### src/rtl/pool_stream_if.sv
// Pixel stream bundle for pool_stream: clock enable, input pixel/qualifier and mode,
// plus the registered pooled result and its strobes.
interface pool_stream_if #(
    parameter int unsigned dataWidth = 8
);
    logic                 ce;
    logic                 valid_in;
    logic [dataWidth-1:0] data_in;
    logic                 avg_mode;
    logic [dataWidth-1:0] data_out;
    logic                 valid_op;
    logic                 end_op;

    modport master (
        output ce, valid_in, data_in, avg_mode,
        input  data_out, valid_op, end_op
    );

    modport slave (
        input  ce, valid_in, data_in, avg_mode,
        output data_out, valid_op, end_op
    );
endinterface

### src/rtl/pool_stream.sv
// Streaming non-overlapping PxP pooling over a WxW raster feature map (signed pixels).
// Define POOL_AVG_EN to build the average datapath selected by avg_mode; otherwise max only.
module pool_stream #(
    parameter int unsigned dataWidth = 8,
    parameter int unsigned W         = 26,
    parameter int unsigned P         = 2
) (
    input  logic         clk,
    input  logic         global_rst,
    pool_stream_if.slave bus
);
    localparam int unsigned LP   = $clog2(P);
    localparam int unsigned NW   = W / P;
    localparam int unsigned SPAN = NW * P;
    localparam int unsigned CW   = (W > 1) ? $clog2(W) : 1;
    localparam int unsigned WCW  = (NW > 1) ? $clog2(NW) : 1;
`ifdef POOL_AVG_EN
    localparam int unsigned AW   = dataWidth + 2 * LP;
`else
    localparam int unsigned AW   = dataWidth;
`endif

    logic [CW-1:0]        col;
    logic [CW-1:0]        row;
    logic signed [AW-1:0] acc_h;
    logic signed [AW-1:0] vbuf [NW];
    logic                 last_r;
`ifdef POOL_AVG_EN
    logic                 avg_r;
`endif

    logic                 accept;
    logic                 in_span;
    logic                 kc_first;
    logic                 kc_last;
    logic                 kr_first;
    logic                 kr_last;
    logic                 col_last;
    logic                 row_last;
    logic                 win_last;
    logic [WCW-1:0]       wc;
    logic signed [AW-1:0] px_ext;
    logic signed [AW-1:0] h_new;
    logic signed [AW-1:0] v_new;
    logic [dataWidth-1:0] result;

    function automatic logic signed [AW-1:0] max2(input logic signed [AW-1:0] a,
                                                   input logic signed [AW-1:0] b);
        return (a > b) ? a : b;
    endfunction

`ifdef POOL_AVG_EN
    function automatic logic signed [AW-1:0] combine(input logic signed [AW-1:0] a,
                                                      input logic signed [AW-1:0] b,
                                                      input logic              m);
        return m ? (a + b) : max2(a, b);
    endfunction
`endif

    // Position decode and combine of the new pixel into row and column partials
    always_comb begin
        accept   = bus.ce && bus.valid_in;
        in_span  = (32'(col) < SPAN) && (32'(row) < SPAN);
        kc_first = (col[LP-1:0] == '0);
        kc_last  = (col[LP-1:0] == LP'(P - 1));
        kr_first = (row[LP-1:0] == '0);
        kr_last  = (row[LP-1:0] == LP'(P - 1));
        col_last = (32'(col) == W - 1);
        row_last = (32'(row) == W - 1);
        win_last = (32'(col) == SPAN - 1) && (32'(row) == SPAN - 1);
        wc       = WCW'(col >> LP);
        px_ext   = AW'($signed(bus.data_in));
`ifdef POOL_AVG_EN
        h_new    = kc_first ? px_ext : combine(acc_h, px_ext, avg_r);
        v_new    = combine(vbuf[wc], h_new, avg_r);
        result   = avg_r ? dataWidth'(v_new >>> (2 * LP)) : v_new[dataWidth-1:0];
`else
        h_new    = kc_first ? px_ext : max2(acc_h, px_ext);
        v_new    = max2(vbuf[wc], h_new);
        result   = v_new[dataWidth-1:0];
`endif
    end

    // Raster counters, horizontal accumulator and registered result/strobes
    always_ff @(posedge clk) begin
        if (global_rst) begin
            col          <= '0;
            row          <= '0;
            acc_h        <= '0;
            last_r       <= 1'b0;
            bus.data_out <= '0;
            bus.valid_op <= 1'b0;
            bus.end_op   <= 1'b0;
`ifdef POOL_AVG_EN
            avg_r        <= 1'b0;
`endif
        end else begin
            bus.valid_op <= 1'b0;
            bus.end_op   <= last_r;
            last_r       <= 1'b0;
            if (accept) begin
                col <= col_last ? '0 : col + CW'(1);
                if (col_last) begin
                    row <= row_last ? '0 : row + CW'(1);
                end
`ifdef POOL_AVG_EN
                // Mode is latched once per window row block, at its first pixel
                if (col == '0 && kr_first) begin
                    avg_r <= bus.avg_mode;
                end
`endif
                if (in_span) begin
                    acc_h <= h_new;
                    if (kc_last && kr_last) begin
                        bus.valid_op <= 1'b1;
                        bus.data_out <= result;
                        last_r       <= win_last;
                    end
                end
            end
        end
    end

    // Column partials: first window row overwrites, middle rows combine
    always_ff @(posedge clk) begin
        if (!global_rst && accept && in_span && kc_last) begin
            if (kr_first) begin
                vbuf[wc] <= h_new;
            end else if (!kr_last) begin
                vbuf[wc] <= v_new;
            end
        end
    end
endmodule

### src/flat_wrapper.sv
// flat-port wrapper written by rule: the top's interface ports become plain ports
module pool_stream_flat 
#(
    parameter int unsigned dataWidth = 8,
    parameter int unsigned W         = 26,
    parameter int unsigned P         = 2
)
  (clk, global_rst, bus_ce, bus_valid_in, bus_data_in, bus_avg_mode, bus_data_out, bus_valid_op, bus_end_op);
  pool_stream_if #(.dataWidth(dataWidth)) bus_i ();
  input  logic clk;
  input  logic global_rst;
  input wire logic [$bits(bus_i.ce)-1:0] bus_ce;
  input wire logic [$bits(bus_i.valid_in)-1:0] bus_valid_in;
  input wire logic [$bits(bus_i.data_in)-1:0] bus_data_in;
  input wire logic [$bits(bus_i.avg_mode)-1:0] bus_avg_mode;
  output wire logic [$bits(bus_i.data_out)-1:0] bus_data_out;
  output wire logic [$bits(bus_i.valid_op)-1:0] bus_valid_op;
  output wire logic [$bits(bus_i.end_op)-1:0] bus_end_op;
  assign bus_i.ce = bus_ce;
  assign bus_i.valid_in = bus_valid_in;
  assign bus_i.data_in = bus_data_in;
  assign bus_i.avg_mode = bus_avg_mode;
  assign bus_data_out = bus_i.data_out;
  assign bus_valid_op = bus_i.valid_op;
  assign bus_end_op = bus_i.end_op;
  pool_stream #(.dataWidth(dataWidth), .W(W), .P(P)) u_core (.clk(clk), .global_rst(global_rst), .bus(bus_i));
endmodule
### config.mk
export PLATFORM = sky130hd
export DESIGN_NAME = pool_stream_flat
export DESIGN_NICKNAME = d
export VERILOG_FILES = /design/src/rtl/pool_stream_if.sv /design/src/rtl/pool_stream.sv /design/src/flat_wrapper.sv
export SDC_FILE = /design/constraint.sdc
export NUM_CORES = 1
export LEC_CHECK = 0
export CORE_MARGIN = 2
export CORE_UTILIZATION = 45
export DETAILED_ROUTE_END_ITERATION = 12
export PLACE_DENSITY = 0.64
export SYNTH_ARGS = -nofsm -noshare
export SYNTH_HDL_FRONTEND = slang
export SYNTH_SLANG_ARGS = --single-unit
export TNS_END_PERCENT = 5
### constraint.sdc
create_clock -name clk -period 9.9 [get_ports clk]
set_input_delay 1.98 -clock clk [delete_from_list [all_inputs] [get_ports clk]]
set_output_delay 1.98 -clock clk [all_outputs]
set_load 0.05 [all_outputs]
==> results of run 1 <==
==> cell type report <==
| cell class | count | area, µm² |
|---|---|---|
| Sequential cell | 137 | 3784 |
| Clock inverter | 10 | 150.1 |
| Tap cell | 172 | 215.2 |
| Multi-Input combinational cell | 220 | 1926 |
| Inverter | 29 | 108.9 |
| Fill cell | 1082 | 5844 |
| Clock buffer | 22 | 454.2 |
| Timing Repair Buffer | 25 | 240.2 |
==> where the power goes <==
part	internal [mW]	switching, mW	leakage, nW
Sequential	0.626	0.00355	1.20
Clock	0.425	0.224	0.293
Combinational	0.0274	0.0431	0.894
==> sequential cells by signal, indices dropped and copies added (netlist names), named ones only <==
signal and flops:
u_core.vbuf 104, u_core.acc_h 8, u_core.bus.data_out 8, u_core.col 5, u_core.row 5, u_core.bus.end_op 1
u_core.bus.valid_op 1, u_core.last_r 1
==> synth_stat cells, drive strengths merged, types with 9 or more instances <==
| master | count | area share (%) |
|---|---|---|
| inv | 29 | 1.8 |
| nand2 | 28 | 1.8 |
| nand3 | 13 | 1.2 |
| edfxtp | 104 | 53 |
| ha | 20 | 4.2 |
| a21oi | 12 | 1.0 |
| mux2i | 12 | 2.0 |
| o21ai | 12 | 1.0 |
| mux4 | 24 | 9.1 |
| nor3 | 10 | 1.0 |
| dfxtp | 33 | 11 |
| nor2 | 21 | 1.3 |
| o221ai | 9 | 1.3 |
| buf | 11 | 1.4 |
==> worst min path at each step <==
stage	from	to	slack [ns]	cells past startpoint
floorplan	u_core.last_r	u_core.bus.end_op	0.41	1
global placement	u_core.last_r	u_core.bus.end_op	0.42	1
finish	u_core.last_r	u_core.bus.end_op	0.44	1
detailed placement	u_core.last_r	u_core.bus.end_op	0.43	1
global route	u_core.last_r	u_core.bus.end_op	0.46	1
CTS	u_core.last_r	u_core.bus.end_op	0.45	1
==> worst max-delay path, cell delays in order <==
cell             delay (ns)
clkdlybuf4s50_1        0.52
inv_1                  0.06
ha_1                   0.31
nand3_1                0.15
o22ai_1                0.16
o31ai_4                0.71
mux2i_1                0.36
inv_1                  0.26
ha_1                   0.36
nand3_1                0.08
nor3_1                 0.04
a221o_1                0.28
o21ai_1                0.52
o221ai_1               0.20
==> layer usage <==
metal / GRT usage, % / up-vias / share of wire (%)
met5: 0 / - / 0
met4: 7.961 / 0 / 2.0
met3: 5.164 / 22 / 6.7
met2: 26.94 / 115 / 48
met1: 24.06 / 1695 / 43
li1: - / 1591 / -
==> cells in the final DEF, fill, tap and decap left out, drive strengths merged, types with 13 or more instances in the layout <==
master,netlist,layout
clkbuf,6,22
mux4,24,24
ha,20,20
clkdlybuf4s50,0,21
nand2,28,28
edfxtp,104,104
nand3,13,13
nor2,21,21
dfxtp,33,33
inv,29,29
==> kinds of logic after synthesis <==
group	count (synthesis)	share of synthesized area, %
fa+ha+maj	20	4.232
flops	137	63.99
compound gates	58	7.194
simple gates	95	8.041
mux	39	11.74
buf+inv	46	3.618
xor+xnor	8	1.185
==> results.json, run 1 <==
{
  "routedWlPerCell_um": 19.30,
  "synth_warnings": 0,
  "grt_setup_unrepaired": "false",
  "number_of_cells_in_the_design_after_placement": 583,
  "hold_slack_ns": 0.4388,
  "worst_setup_skew_after_layout_ns": 0.006939,
  "final_period_minus_worst_setup_slack_ns": 5.730,
  "routed_wirelength_um": 11870,
  "ys_ff_latch": 137,
  "tritoncts.num_buffers": 17,
  "timing.final.max_slew_violations": 0,
  "worst_r2r_path_depth": 12,
  "global_route.usage.total_pct": 17.86,
  "cp-startpoint": "bus_data_in[6]",
  "setup-tns-final_ns": 0,
  "finalHoldViolCount": 0,
  "place.gp.congestion": 0.8213,
  "antenna_violating_nets_post_route": 0,
  "grt_remaining_overflow": 0,
  "setup.worst_path.start_class": "input pin",
  "postCtsSetupBuffers": 0,
  "setup_slack_placement_ns": 3.776,
  "timing.max_cap.violations": 0,
  "synthArstFlopShare_pct": 0,
  "numClockSinks": 137,
  "io_buffer_count": 21,
  "hold_path.class": "reg2reg",
  "holdBufCountCts": 0,
  "ff2ff_setup_slack_ns": 5.99,
  "syn_nets": 436,
  "detailedRoute.firstIterationViolations": 424,
  "cts-root-buf": "clkbuf_16",
  "post-route-drc-count": 0,
  "timing.setup.critical_path_class": "in2reg",
  "final_design_area_no_fill_um2": 6878,
  "antenna_found_initial": 0,
  "clock_transition_at_the_registers_of_the_reported_paths_ns": 0.05,
  "synth-seq-area-share_pct": 63.99,
  "critPathArrivalTime_ns": 6.00,
  "drtPass1Iterations": 5,
  "detailed_place.area_um2": 6274,
  "count_of_mapped_cells_out_of_synthesis": 403,
  "worstReg2RegStart": "u_core.acc_h[5]",
  "leakagePower_nw": 2.391,
  "design.portCount": 23,
  "grt_pass1_vias": 3394,
  "worst-slew-pin-transition_ns": 0.9276,
  "drt-vias-per-instance": 5.566,
  "h-tree-depth": 4,
  "setup_viol": 0,
  "fmax_mhz": 174.5,
  "post-route-period-util_pct": 57.88,
  "timing.critical_path.fanout_max": 15,
  "grt_first_pass_wirelength_um": 18590,
  "timing.critical_path.required_ns": 10.17,
  "worstSetupEndpointType": "register",
  "placement_rows": 41,
  "final_cell_count_no_fill": 615,
  "width_of_the_die_um": 118.6,
  "floorplan.initialDensity_pct": 46.48,
  "fp.coreArea_um2": 12720,
  "area_growth_syn_to_layout_pct": 16.31,
  "worst_setup_path_endpoint": "u_core.bus.data_out[5]",
  "floorplan.die.height_um": 118.6,
  "dr_total_vias": 3423,
  "finish.net_count": 463,
  "layout-drive-gt1-share_pct": 16.03,
  "synth_cell_type_count": 51,
  "run_status": "finished, final reports clean",
  "vdd_drop_max_uv": 118.9,
  "cts_repair_resize_count": 0,
  "diodes": 0,
  "clk_path_buf_depth": 2,
  "power_density_cells_nw_per_um2": 196.0,
  "grt_max_degree": 25,
  "clock_insertion_delay_worst_skew_ns": 0.42,
  "finish.utilization_pct": 54.06,
  "design.die.area_um2": 14070,
  "yosys_most_used_dff": "edfxtp_1",
  "synthesis.area_per_instance_um2": 14.67,
  "hpwl_um": 7758,
  "synth-edff-count": 104,
  "tritoncts": "done",
  "rr_endpoint": "u_core.bus.data_out[5]",
  "power_after_layout_mw": 1.348,
  "maxSlewHeadroom_pct": 37.93,
  "timing.final.ws_setup_ns": 4.170,
  "netlist_area_um2": 5913
}
Note: power is estimated with default switching activity, not from simulation.
==> run 2: changes to the inputs <==
==> constraint.sdc (replaced) <==
create_clock -name clk -period 5.35 [get_ports clk]
set_input_delay 1.07 -clock clk [delete_from_list [all_inputs] [get_ports clk]]
set_output_delay 1.07 -clock clk [all_outputs]
set_load 0.05 [all_outputs]
==> run 2 against run 1 <==
Compared with the run above:
- first-iteration DRC count down 7.3%
- register-to-register slack worse by 4.4 ns
- combinational power up 86%
- via count up 0.20%
- global-route usage up 0.15 points
- setup slack worse by 3.3 ns
- critical path depth unchanged
- die area unchanged
- clock power up 94%
- core utilization up 0.58 points
- critical path type unchanged
- critical endpoint is now u_core.bus.data_out[3]
- largest power group unchanged
==> results.json, run 2 (same netlist as run 1, synthesis figures left out) <==
{
  "timing.setup.critical_path_class": "in2reg",
  "crit_buf_inv": 3,
  "place.gp.congestion": 0.7998,
  "post-route-period-util_pct": 83.40,
  "grt_max_degree": 21,
  "numClockSinks": 137,
  "setup.worst_path.start_class": "input pin",
  "hold_slack_ns": 0.4409,
  "timing.max_cap.violations": 0,
  "io_buffer_count": 21,
  "power_density_cells_nw_per_um2": 367.9,
  "hold-path-cell-count": 1,
  "cp_slowest_stage_delay_ns": 0.52,
  "post-route-drc-count": 0,
  "detailedRoute.firstIterationViolations": 393,
  "hold_path.class": "reg2reg",
  "maxSlewHeadroom_pct": 33.65,
  "worst-slew-pin-transition_ns": 0.9915,
  "number_of_cells_in_the_design_after_placement": 587,
  "layout_top_registers": "u_core.vbuf: 104 flops, u_core.acc_h: 8 flops, u_core.bus.data_out: 8 flops",
  "design.die.area_um2": 14070,
  "grt_first_pass_wirelength_um": 18430,
  "hold_start": "u_core.last_r",
  "largest_register_ffs": 104,
  "floorplan.initialDensity_pct": 46.48,
  "dr_total_vias": 3430,
  "setup-tns-final_ns": 0,
  "h-tree-depth": 4,
  "layout-drive-gt1-share_pct": 17.00,
  "routedWlPerCell_um": 19.12,
  "hold-path-endpoint": "u_core.bus.end_op",
  "finalHoldViolCount": 0,
  "width_of_the_die_um": 118.6,
  "worstPathCellList": "clkdlybuf4s50_1 -> inv_1 -> ha_1 -> a21oi_1 -> o22ai_1 -> o31ai_4 -> mux2i_1 -> inv_1 -> ha_1 -> nand3_1 -> nor3_1 -> a221o_1 -> o21ai_1 -> o221ai_1",
  "hpwl_um": 7776,
  "rr_endpoint": "u_core.bus.data_out[3]",
  "holdBufCountCts": 0,
  "drt-vias-per-instance": 5.541,
  "diodes": 0,
  "run_status": "finished, final reports clean",
  "drtPass1Iterations": 7,
  "grt_setup_unrepaired": "false",
  "antenna_violating_nets_post_route": 0,
  "antenna_found_initial": 0,
  "clock_power_share_pct": 49.2,
  "timing.final.max_slew_violations": 0,
  "postCtsSetupBuffers": 0,
  "fp.coreArea_um2": 12720,
  "grt_remaining_overflow": 0,
  "routed_wirelength_um": 11840,
  "timing.critical_path.required_ns": 5.61,
  "cts-root-buf": "clkbuf_16",
  "clock_transition_at_the_registers_of_the_reported_paths_ns": 0.05,
  "grt_pass1_vias": 3334,
  "worst_setup_skew_after_layout_ns": 0.006757,
  "biggest_register": "u_core.vbuf",
  "final_cell_count_no_fill": 619,
  "tritoncts.num_buffers": 17,
  "floorplan.die.height_um": 118.6,
  "critPathArrivalTime_ns": 4.72,
  "global_route.usage.total_pct": 18.01,
  "leakagePower_nw": 2.419,
  "layout.cells.most_common": "edfxtp_1",
  "critical_path.top_delay_family": "compound AO/OA/AOI/OAI gates",
  "finish.net_count": 467,
  "tritoncts": "done",
  "power_frac_seq_pct": 45.6,
  "cts_repair_resize_count": 0,
  "timing.critical_path.fanout_max": 14,
  "worstSetupEndpointType": "register",
  "setup_viol": 0,
  "p_int_mw": 2.037,
  "final_period_minus_worst_setup_slack_ns": 4.462,
  "clk_path_buf_depth": 2,
  "most-common-layout-cells": "edfxtp_1, dfxtp_1, inv_1, nand2_1, mux4_2",
  "worst_r2r_path_depth": 11,
  "fmax_mhz": 224.1,
  "vdd_drop_max_uv": 237.4,
  "design.portCount": 23,
  "power.share.combinational_pct": 5.1,
  "ff2ff_setup_slack_ns": 1.62,
  "switching_share_pct": 20.35,
  "clock_insertion_delay_worst_skew_ns": 0.42,
  "timing.critical_path.slowest_stage_cell": "clkdlybuf4s50_1",
  "area_growth_syn_to_layout_pct": 17.56,
  "netSwitchingPower_uw": 520.5,
  "placement_rows": 41
}
run 2: changes by cell type in the layout (fill, tap and decap cells not counted), sizes merged:
cell | previous run | this run
clkbuf | 22 | 20
buf | 4 | 8
bufinv | 4 | 5
clkinvlp | 1 | 2
run 2: layout make-up:
cell class / instances / area, µm²
tap: 172 / 215.2
fill: 1055 / 5771
inverter: 29 / 108.9
multi-input combinational: 220 / 1926
clock buffer: 20 / 436.7
clock inverter: 12 / 198.9
sequential: 137 / 3784
timing repair buffer: 29 / 282.8
run 2: power groups by stage:
stage / clock (mW) / combinational, mW / sequential (mW)
4_1_cts: 1.28 / 0.132 / 1.17
5_1_grt: 1.32 / 0.144 / 1.17
2_1_floorplan: 0 / 0.0951 / 1.18
6_report: 1.26 / 0.131 / 1.17
3_5_place_dp: 0 / 0.130 / 1.19
3_3_place_gp: 0 / 0.128 / 1.19
run 2: worst register-to-register path, delay by kind of cell, from the launching register on:
kind / cells / cell delay, ns
AND/OR/NAND/NOR: 3 / 0.23
buffers and inverters: 1 / 0.08
adder cells (fa/ha/maj): 1 / 0.30
multiplexers: 2 / 0.90
flip-flops: 1 / 0.87
AO/OA/AOI/OAI: 4 / 1.20
run 2: worst max-delay path by stage:
| stage | slack (ns) | cells past startpoint | to | startpoint |
|---|---|---|---|---|
| 2_1_floorplan | 1.34 | 15 | u_core.bus.data_out[0] | bus_data_in[5] |
| 4_1_cts | 0.95 | 14 | u_core.bus.data_out[3] | bus_data_in[3] |
| 3_3_place_gp | 0.55 | 13 | u_core.bus.data_out[2] | bus_data_in[6] |
| 5_1_grt | 0.66 | 14 | u_core.bus.data_out[3] | bus_data_in[3] |
| 6_report | 0.89 | 14 | u_core.bus.data_out[3] | bus_data_in[3] |
| 3_5_place_dp | 0.51 | 14 | u_core.bus.data_out[3] | bus_data_in[3] |
run 2: layer usage:
| metal | vias up | share of wire (%) | GRT usage (%) |
|---|---|---|---|
| met5 | - | 0 | 0 |
| met4 | 0 | 1.9 | 7.366 |
| met3 | 18 | 5.5 | 5.502 |
| met2 | 86 | 48 | 27.55 |
| met1 | 1721 | 45 | 24.01 |
| li1 | 1605 | - | - |
run 2: metrics by stage:
step                instance area (µm²)  utilization, %  power [mW]  setup slack, ns
global route                       6952           54.64       2.635           0.6551
detailed placement                 6316           49.65       1.320           0.5072
global placement                   6316           49.65       1.317           0.5516
finish                             6952           54.64       2.557           0.8879
CTS                                6952           54.64       2.575           0.9465
floorplan                          5913               -       1.277            1.340
==> run 3: changes to the inputs <==
==> constraint.sdc (replaced) <==
create_clock -name clk -period 4.7 [get_ports clk]
set_input_delay 0.94 -clock clk [delete_from_list [all_inputs] [get_ports clk]]
set_output_delay 0.94 -clock clk [all_outputs]
set_load 0.05 [all_outputs]
==> run 3 against run 2 <==
Compared with the run above:
- setup slack worse by 0.34 ns
- sequential share of layout area is 0.26 points lower
- clock skew rose by 0.0061 ns
- highest routed layer unchanged
- largest power group is now sequential cells
- via count grew 0.87%
- critical endpoint unchanged
- sequential power increased by 13%
- register-to-register slack worse by 0.49 ns
- power rose by 8.0%
- global-route usage shrank 0.20 points
- hold slack better by 0.016 ns
- non-clock buffer count increased by 17
- core utilization increased by 0.27 points
- critical path type unchanged
==> results.json, run 3 (same netlist as run 1, synthesis figures left out) <==
{
  "global_route.usage.total_pct": 17.80,
  "finalHoldViolCount": 0,
  "hold_path.class": "reg2reg",
  "crit_buf_inv": 3,
  "drtPass1Iterations": 4,
  "grt_remaining_overflow": 0,
  "fillCellCount": 1060,
  "ff2ff_setup_slack_ns": 1.13,
  "vdd_drop_max_uv": 240.7,
  "timing.setup.critical_path_class": "in2reg",
  "grt_first_pass_wirelength_um": 18510,
  "met3_usage_grt_pct": 4.971,
  "finish.utilization_pct": 54.91,
  "power_frac_seq_pct": 48.0,
  "timing.critical_path.slowest_stage_cell": "clkdlybuf4s50_1",
  "hold_slack_ns": 0.4571,
  "leakagePower_nw": 2.465,
  "critical_path_cell_count": 14,
  "timing.final.max_slew_violations": 0,
  "maxSlewHeadroom_pct": 38.22,
  "dr_total_vias": 3460,
  "worst_r2r_path_depth": 12,
  "tritoncts.num_buffers": 17,
  "hpwl_um": 7837,
  "timing.max_cap.violations": 0,
  "postCtsSetupBuffers": 0,
  "io_buffer_count": 21,
  "final_cell_count_no_fill": 633,
  "antenna_found_initial": 0,
  "cp-startpoint": "bus_data_in[6]",
  "floorplan.initialDensity_pct": 46.48,
  "width_of_the_die_um": 118.6,
  "layout.cells.most_common": "edfxtp_1",
  "holdBufCountCts": 0,
  "drt-vias-per-instance": 5.466,
  "detailedRoute.firstIterationViolations": 223,
  "power_density_cells_nw_per_um2": 395.2,
  "layout_top_registers": "u_core.vbuf: 104 flops, u_core.acc_h: 8 flops, u_core.bus.data_out: 8 flops",
  "power.share.combinational_pct": 5.7,
  "fmax_mhz": 240.8,
  "design.die.area_um2": 14070,
  "setup.worst_path.start_class": "input pin",
  "fp.coreArea_um2": 12720,
  "place.gp.congestion": 0.8708,
  "post-route-drc-count": 0,
  "gr_layer_usage_met1_pct": 23.21,
  "numClockSinks": 137,
  "timing.critical_path.fanout_max": 9,
  "most-common-layout-cells": "edfxtp_1, dfxtp_1, inv_1, nand2_1, buf_4",
  "rr_endpoint": "u_core.bus.data_out[3]",
  "worstSetupEndpointType": "register",
  "netSwitchingPower_uw": 555.9,
  "cts_repair_resize_count": 0,
  "h-tree-depth": 4,
  "switching_share_pct": 20.13,
  "cp_slowest_stage_delay_ns": 0.52,
  "design.portCount": 23,
  "post-route-period-util_pct": 88.37,
  "critical_path.top_delay_family": "compound AO/OA/AOI/OAI gates",
  "worst_setup_path_endpoint": "u_core.bus.data_out[3]",
  "power_after_layout_mw": 2.761,
  "placement_rows": 41,
  "setup-tns-final_ns": 0,
  "finish.net_count": 484,
  "clock_transition_at_the_registers_of_the_reported_paths_ns": 0.05,
  "clock_power_share_pct": 46.3,
  "cts-root-buf": "clkbuf_16",
  "layout-drive-gt1-share_pct": 19.09,
  "run_status": "finished, final reports clean",
  "clock_insertion_delay_worst_skew_ns": 0.42,
  "hold_start": "u_core.last_r",
  "p_int_mw": 2.205,
  "final_period_minus_worst_setup_slack_ns": 4.153,
  "routed_wirelength_um": 11920,
  "routedWlPerCell_um": 18.83,
  "largest_register_ffs": 104,
  "tritoncts": "done",
  "antenna_violating_nets_post_route": 0,
  "timing.critical_path.required_ns": 5.03,
  "number_of_cells_in_the_design_after_placement": 604,
  "critPathArrivalTime_ns": 4.48,
  "gr-usage-met2_pct": 27.98,
  "biggest_register": "u_core.vbuf",
  "grt_setup_unrepaired": "false",
  "grt_pass1_vias": 3445,
  "worst-slew-pin-transition_ns": 0.9233,
  "worstPathCellList": "clkdlybuf4s50_1 -> inv_1 -> ha_1 -> nand3_1 -> o311a_1 -> o31ai_4 -> buf_4 -> mux2i_1 -> ha_1 -> nand3_1 -> nor3_1 -> a221o_1 -> or3b_1 -> o221ai_1",
  "clk_path_buf_depth": 2,
  "setup_viol": 0,
  "floorplan.die.height_um": 118.6,
  "grt_busiest_layer": "met2",
  "area_growth_syn_to_layout_pct": 18.13,
  "grt_max_degree": 25,
  "worst_setup_skew_after_layout_ns": 0.01288,
  "diodes": 0
}
==> run 3: area by class of cell <==
| type | count | area (µm²) | share of cell area, % |
|---|---|---|---|
| Clock buffer | 20 | 436.7 | 6.251 |
| Clock inverter | 9 | 127.6 | 1.827 |
| Inverter | 29 | 108.9 | 1.558 |
| Multi-Input combinational cell | 220 | 1916 | 27.42 |
| Sequential cell | 137 | 3784 | 54.16 |
| Tap cell | 172 | 215.2 | 3.081 |
| Timing Repair Buffer | 46 | 397.9 | 5.696 |
==> run 3: power groups by stage <==
stage | Combinational (mW) | Sequential, mW | Clock [mW]
finish | 0.159 | 1.32 | 1.28
floorplan | 0.108 | 1.35 | 0
CTS | 0.161 | 1.32 | 1.31
global placement | 0.155 | 1.35 | 0
global route | 0.177 | 1.32 | 1.34
detailed placement | 0.160 | 1.35 | 0
==> run 3: worst min path at each step <==
stage	endpoint	cells after the start	slack (ns)
floorplan	u_core.bus.end_op	1	0.41
global placement	u_core.bus.end_op	1	0.42
detailed placement	u_core.bus.data_out[5]	2	0.45
CTS	u_core.bus.end_op	1	0.46
global route	u_core.bus.end_op	1	0.48
finish	u_core.bus.end_op	1	0.46
==> run 3: stage by stage <==
stage               worst slack, ns  instance area, µm²
floorplan                    0.8199                5913
global placement             0.2115                6421
detailed placement           0.1444                6421
CTS                          0.5609                6985
global route                 0.3062                6985
finish                       0.5468                6985
==> run 3: per-layer routing <==
metal / vias to the layer above / share of wire [%]
li1: 1633 / -
met2: 71 / 48
met4: 0 / 1.9
met1: 1735 / 45
met3: 21 / 4.6
met5: - / 0
==> run 3: worst register-to-register path, cell delays in order (launching register included) <==
cell and delay, ns:
dfxtp_1 0.31, buf_4 0.43, mux4_2 0.58, mux2_2 0.31, nand2_1 0.08, o21a_1 0.22, inv_1 0.06, ha_1 0.28
nand3_1 0.10, nor3_1 0.07, a221o_1 0.29, or3b_1 0.52, o221ai_1 0.24
